## src/rtl/fetch_unit_pkg.sv

```systemverilog
// Shared constants for the instruction fetch stage: bubble instruction,
// FSM state encoding, and the IF/ID and skid buffer layouts.
package fetch_unit_pkg;

    localparam logic [31:0] NOP_INST_VAL = 32'h0000_0013;

    localparam logic [1:0] ST_FETCH = 2'd0;
    localparam logic [1:0] ST_HOLD  = 2'd1;
    localparam logic [1:0] ST_DROP  = 2'd2;

    typedef struct packed {
        logic [31:0] inst;
        logic [31:0] pc;
        logic        valid;
    } if_id_t;

    typedef struct packed {
        logic [31:0] inst;
        logic [31:0] pc;
    } skid_t;

    function automatic logic [31:0] align_word(input logic [31:0] addr);
        return {addr[31:2], 2'b00};
    endfunction

endpackage

```

## src/rtl/pc_register.sv

```systemverilog
// Program counter register with asynchronous reset to RESET_PC and a load enable.
module pc_register #(
    parameter logic [31:0] RESET_PC = 32'h0000_0000
) (
    input  logic        clk_i,
    input  logic        reset_i,
    input  logic        we_i,
    input  logic [31:0] d_i,
    output logic [31:0] q_o
);

    logic [31:0] pc_q;

    always_ff @(posedge clk_i or posedge reset_i) begin
        if (reset_i) begin
            pc_q <= RESET_PC;
        end else if (we_i) begin
            pc_q <= d_i;
        end
    end

    assign q_o = pc_q;

endmodule

```

## src/rtl/fetch_unit.sv

```systemverilog
// Instruction fetch stage: issues imem requests, buffers a response when IF/ID
// is blocked, and drains a request orphaned by a redirect before refetching.
module fetch_unit
    import fetch_unit_pkg::*;
#(
    parameter logic [31:0] RESET_PC = 32'h0000_0000,
    parameter logic [31:0] NOP_INST = NOP_INST_VAL
) (
    input  logic        clk_i,
    input  logic        reset_i,
    input  logic        pc_write_i,
    input  logic        if_id_write_i,
    input  logic        is_stall_i,
    input  logic        redirect_valid_i,
    input  logic [31:0] redirect_target_i,
    output logic        imem_req_o,
    output logic [31:0] imem_addr_o,
    input  logic        imem_ready_i,
    input  logic [31:0] imem_rdata_i,
    output logic [31:0] if_id_inst_o,
    output logic [31:0] if_id_pc_o,
    output logic        if_id_valid_o,
    output logic [31:0] stall_cycles_o,
    output logic [1:0]  state_o
);

    // Handshake: a request is held (same address) while imem_req_o=1 and
    // imem_ready_i=0; imem_rdata_i is consumed in the cycle both are high.

    logic [1:0]  state_q, state_d;
    if_id_t      if_id_q, if_id_d;
    skid_t       skid_q, skid_d;
    logic [31:0] pend_q, pend_d;
    logic [31:0] stall_cnt_q;
    logic [31:0] pc, pc_d;
    logic        pc_we;
    logic        advance;
    logic [31:0] target_al;
    logic [31:0] pc_plus4;

    pc_register #(.RESET_PC(RESET_PC)) u_pc (
        .clk_i   (clk_i),
        .reset_i (reset_i),
        .we_i    (pc_we),
        .d_i     (pc_d),
        .q_o     (pc)
    );

    assign advance   = pc_write_i & if_id_write_i;
    assign target_al = align_word(redirect_target_i);
    assign pc_plus4  = pc + 32'd4;

    always_comb begin
        state_d = state_q;
        if_id_d = if_id_q;
        skid_d  = skid_q;
        pend_d  = pend_q;
        pc_we   = 1'b0;
        pc_d    = pc_plus4;

        // A write slot with nothing delivered becomes a bubble; deliveries below override it.
        if (if_id_write_i) begin
            if_id_d = {NOP_INST, if_id_q.pc, 1'b0};
        end

        case (state_q)
            ST_FETCH: begin
                if (redirect_valid_i) begin
                    if_id_d = {NOP_INST, if_id_q.pc, 1'b0};
                    skid_d  = '0;
                    if (imem_ready_i) begin
                        pc_we = 1'b1;
                        pc_d  = target_al;
                    end else begin
                        pend_d  = target_al;
                        state_d = ST_DROP;
                    end
                end else if (imem_ready_i) begin
                    if (advance) begin
                        if_id_d = {imem_rdata_i, pc, 1'b1};
                        pc_we   = 1'b1;
                    end else begin
                        skid_d  = {imem_rdata_i, pc};
                        state_d = ST_HOLD;
                    end
                end
            end
            ST_HOLD: begin
                if (redirect_valid_i) begin
                    if_id_d = {NOP_INST, if_id_q.pc, 1'b0};
                    skid_d  = '0;
                    pc_we   = 1'b1;
                    pc_d    = target_al;
                    state_d = ST_FETCH;
                end else if (advance) begin
                    if_id_d = {skid_q.inst, skid_q.pc, 1'b1};
                    skid_d  = '0;
                    pc_we   = 1'b1;
                    state_d = ST_FETCH;
                end
            end
            ST_DROP: begin
                if (redirect_valid_i) begin
                    if_id_d = {NOP_INST, if_id_q.pc, 1'b0};
                    pend_d  = target_al;
                    if (imem_ready_i) begin
                        pc_we   = 1'b1;
                        pc_d    = target_al;
                        state_d = ST_FETCH;
                    end
                end else if (imem_ready_i) begin
                    pc_we   = 1'b1;
                    pc_d    = pend_q;
                    state_d = ST_FETCH;
                end
            end
            default: begin
                state_d = ST_FETCH;
            end
        endcase
    end

    always_ff @(posedge clk_i or posedge reset_i) begin
        if (reset_i) begin
            state_q <= ST_FETCH;
            if_id_q <= {NOP_INST, 32'h0, 1'b0};
            skid_q  <= '0;
            pend_q  <= '0;
        end else begin
            state_q <= state_d;
            if_id_q <= if_id_d;
            skid_q  <= skid_d;
            pend_q  <= pend_d;
        end
    end

    always_ff @(posedge clk_i or posedge reset_i) begin
        if (reset_i) begin
            stall_cnt_q <= '0;
        end else if (is_stall_i && stall_cnt_q != 32'hFFFF_FFFF) begin
            stall_cnt_q <= stall_cnt_q + 32'd1;
        end
    end

    assign imem_req_o     = (state_q != ST_HOLD);
    assign imem_addr_o    = pc;
    assign if_id_inst_o   = if_id_q.inst;
    assign if_id_pc_o     = if_id_q.pc;
    assign if_id_valid_o  = if_id_q.valid;
    assign stall_cycles_o = stall_cnt_q;
    assign state_o        = state_q;

endmodule

```

## config.mk

```make
export PLATFORM = sky130hd
export DESIGN_NAME = fetch_unit
export DESIGN_NICKNAME = d
export VERILOG_FILES = /design/src/rtl/fetch_unit_pkg.sv /design/src/rtl/pc_register.sv /design/src/rtl/fetch_unit.sv
export SDC_FILE = /design/constraint.sdc
export NUM_CORES = 1
export LEC_CHECK = 0
export BUFFER_PORTS_ARGS = -buffer_cell sky130_fd_sc_hd__clkbuf_2
export CAP_MARGIN = 20
export CORE_MARGIN = 3
export CORE_UTILIZATION = 53
export DETAILED_ROUTE_END_ITERATION = 8
export GPL_ROUTABILITY_DRIVEN = 0
export PLACE_DENSITY = 0.77
export SYNTH_ARGS = -nofsm -noshare
export SYNTH_HDL_FRONTEND = slang
export SYNTH_SLANG_ARGS = --single-unit
```

## constraint.sdc

```tcl
create_clock -name clk_i -period 9 [get_ports clk_i]
set_input_delay 1.8 -clock clk_i [delete_from_list [all_inputs] [get_ports clk_i]]
set_output_delay 1.8 -clock clk_i [all_outputs]
set_load 0.05 [all_outputs]
```

==> out/metrics.csv <==
metric;value;unit
outcome;completed;
actual_slew_at_the_worst_max_slew_pin;1.11;ns
core;0.0191;mm2
share_clk_of_total_power;0.304;
hpwl_dp;18.4;mm
synth-async-reset-ratio;1.00;
stdcell_area;0.0125;mm2
sequential_share_of_the_synthesized_area;0.535;
unrepaired_setup_endpoints_after_global_routing;false;
timing.max_slew.rel_slack;0.257;
rows;50;
most-common-layout-cells;sky130_fd_sc_hd__dfrtp_1 (222), sky130_fd_sc_hd__clkbuf_2 (200), sky130_fd_sc_hd__inv_1 (70), sky130_fd_sc_hd__a22o_1 (65), sky130_fd_sc_hd__a222oi_1 (61);
track_usage;0.261;
drc;0;
fin_tns_setup;0;ns
synth.lib_cells_used.distinct;69;
cts.repair.resized;0;
cpPeakStageDelay;0.73;ns
cp_top_family;simple AND/OR/NAND/NOR gates;
min-delay-path-class;reg -> reg;
worstPathCellList;clkbuf_2 > nand2b_1 > nand2_1 > nand3_2 > a222oi_1 > inv_1;
ir_drop;0.238;mV
drt_pre_antenna_iters;9;
worst_ep_arrival_time;4.52;ns
syn_avg_cell_area;11.1;um2
drt-wirelength-per-cell;20.7;um
netSwitchingFraction;0.379;
tritoncts.num_buffers;24;
startpoint_type;input port;
detail_route.vias_per_cell;6.31;
post-route-min-period;4.14;ns
p_int;2020;uW
drv_slew;0;
critical_path.n_buffers_inverters;2;
synthCells;952;
syn2layout_area_growth;18.5;%
cp_data_required_time;9.38;ns
switching_pwr;1240;uW
start_util;0.551;
final_nets;1190;
timing.critical_path.fanout_max;34;
path_class;in -> reg;
htreeDepth;1;
synth_top_flop_cell;sky130_fd_sc_hd__dfrtp_1;
top_level_ports;203;
clock_skew;0.0133;ns
postSynthNetCount;1025;
drtAntennaViolNets;0;
finish.cell_count_without_fillers;1394;
tritoncts_clock_tree;done;
clock_tree.root_cell;sky130_fd_sc_hd__clkbuf_16;
power_leakage;0.00625;uW
maxClockFrequency;0.242;GHz
pin_count_of_the_biggest_net_entering_global_routing;143;
setup_viol;0;
buffer_ports.inserted;200;
share_of_post_route_cells_with_drive_strength_above_1;0.275;
synth-seq-cells;225;
clock_insertion_delay_worst_skew;0.51;ns
slowest_stage_cell_crit_path;sky130_fd_sc_hd__nand3_2;
cts_hold_buffers;0;
clk_pin_slew_worst_paths;0.06;ns
drt_first_iter_violations;872;
cts-root-to-sink-buffers;3;
routed-via-count;8802;
die_area;0.0216;mm2
postPlaceCellArea;0.0116;mm2
die_wd;147;um
seqPwrFrac;0.417;
power_frac_comb;0.279;
timing.final.crit_share;0.460;
leading_cell_type_in_the_layout_fill_and_taps_excluded;sky130_fd_sc_hd__dfrtp_1;
hold_slack;0.503;ns
fillerInstances;1511;
wire_length_reported_by_the_detailed_router;28.9;mm
postCtsSetupRepairBufs;0;
dp_cells;1350;
grt_antenna_before_repair;2;
grt_first_pass_wirelength;46.9;mm
pwr_density_cell;261;mW/mm2
synth_edf_count;0;
hold_violations;0;
fp.dieH;147;um
synthesis.yosys.warnings;0;
grt_overflow;0;
clock_sink_count;225;
mappedNetlistArea;0.0105;mm2
drv.max_cap_violation_count;0;
crit_path_end_kind;register;
grt_pass1_vias;8750;
-- state kept, by name, summed over array words and instances, names as in the netlist --
signal / flops
skid_q: 64
if_id_valid_o: 1
if_id_pc_o: 32
u_pc.q_o: 32
state_o: 2
pend_q: 30
if_id_inst_o: 32
stall_cycles_o: 32
-- routing by layer --
layer  GRT usage  wire [um]  vias up  share of wire
li1            -          -     3948              -
met1       0.364      12200     4403           0.42
met2       0.422      13500      395           0.47
met3      0.0534       2470       56          0.085
met4      0.0718        701        0          0.024
met5           0          0        -              0
-- logic make-up after synthesis --
family | share of synthesized area
compound gates | 0.219
flops | 0.535
simple gates | 0.122
buf+inv | 0.0577
mux | 0.0394
xor+xnor | 0.0241
fa+ha+maj | 0.00238
-- cell type report --
cell class              count  area, um2  area share
inverters                  72        278      0.0223
flip-flops and latches    225       5630       0.452
clock buffers              36        737      0.0591
repair buffers            214       1130      0.0903
multi-input cells         580       4310       0.346
diodes                      2       5.00    0.000401
clock inverters             5       53.8     0.00431
well taps                 260        325      0.0261
-- worst paths after layout --
| check | startpoint | endpoint | slack [ns] | cells past startpoint |
|---|---|---|---|---|
| setup / recovery | imem_ready_i | if_id_pc_o[22]$_DFFE_PP0P_ | 4.86 | 6 |
| max in group asynchronous | reset_i | if_id_pc_o[2]$_DFFE_PP0P_ | 6.15 | 4 |
| min in group asynchronous | reset_i | if_id_pc_o[10]$_DFFE_PP0P_ | 1.47 | 2 |
| hold reg to reg | stall_cycles_o[25]$_DFFE_PP0P_ | stall_cycles_o[25]$_DFFE_PP0P_ | 0.50 | 1 |
| hold / removal | stall_cycles_o[25]$_DFFE_PP0P_ | stall_cycles_o[25]$_DFFE_PP0P_ | 0.50 | 1 |
| setup reg to reg | state_o[0]$_DFFE_PP0P_ | u_pc.q_o[23]$_DFFE_PP0P_ | 5.72 | 5 |
-- synth_stat cells, types with 11 or more instances --
| cell type | number | area [um2] |
|---|---|---|
| sky130_fd_sc_hd__nand2_1 | 45 | 169 |
| sky130_fd_sc_hd__and3_1 | 23 | 144 |
| sky130_fd_sc_hd__o22ai_1 | 23 | 144 |
| sky130_fd_sc_hd__nor3_1 | 11 | 55.1 |
| sky130_fd_sc_hd__nor2_1 | 34 | 128 |
| sky130_fd_sc_hd__a21oi_1 | 37 | 185 |
| sky130_fd_sc_hd__dfrtp_1 | 222 | 5560 |
| sky130_fd_sc_hd__o22a_1 | 12 | 105 |
| sky130_fd_sc_hd__buf_2 | 37 | 185 |
| sky130_fd_sc_hd__nand3_1 | 41 | 205 |
| sky130_fd_sc_hd__o21ai_0 | 40 | 200 |
| sky130_fd_sc_hd__inv_1 | 71 | 267 |
| sky130_fd_sc_hd__xnor2_1 | 20 | 175 |
| sky130_fd_sc_hd__clkbuf_1 | 34 | 128 |
| sky130_fd_sc_hd__mux2_2 | 29 | 327 |
| sky130_fd_sc_hd__a22o_1 | 65 | 569 |
| sky130_fd_sc_hd__nand4_1 | 14 | 87.6 |
| sky130_fd_sc_hd__a222oi_1 | 61 | 611 |
-- power by group through the flow --
stage / Combinational [uW] / Sequential, uW / Clock (uW)
after detailed placement: 907 / 1370 / 0
final: 908 / 1360 / 992
after global placement: 892 / 1360 / 0
after CTS: 911 / 1360 / 1010
after floorplan: 339 / 1680 / 0
after global routing: 968 / 1380 / 1050
-- through the flow --
stage               utilization  worst slack (ns)  total power, uW
global placement          0.610              4.46             2250
floorplan                     -              1.04             2020
detailed placement        0.610              4.38             2280
finish                    0.654              4.86             3260
global route              0.654              4.60             3400
CTS                       0.652              4.92             3270
(Power assumes the default switching activity.)
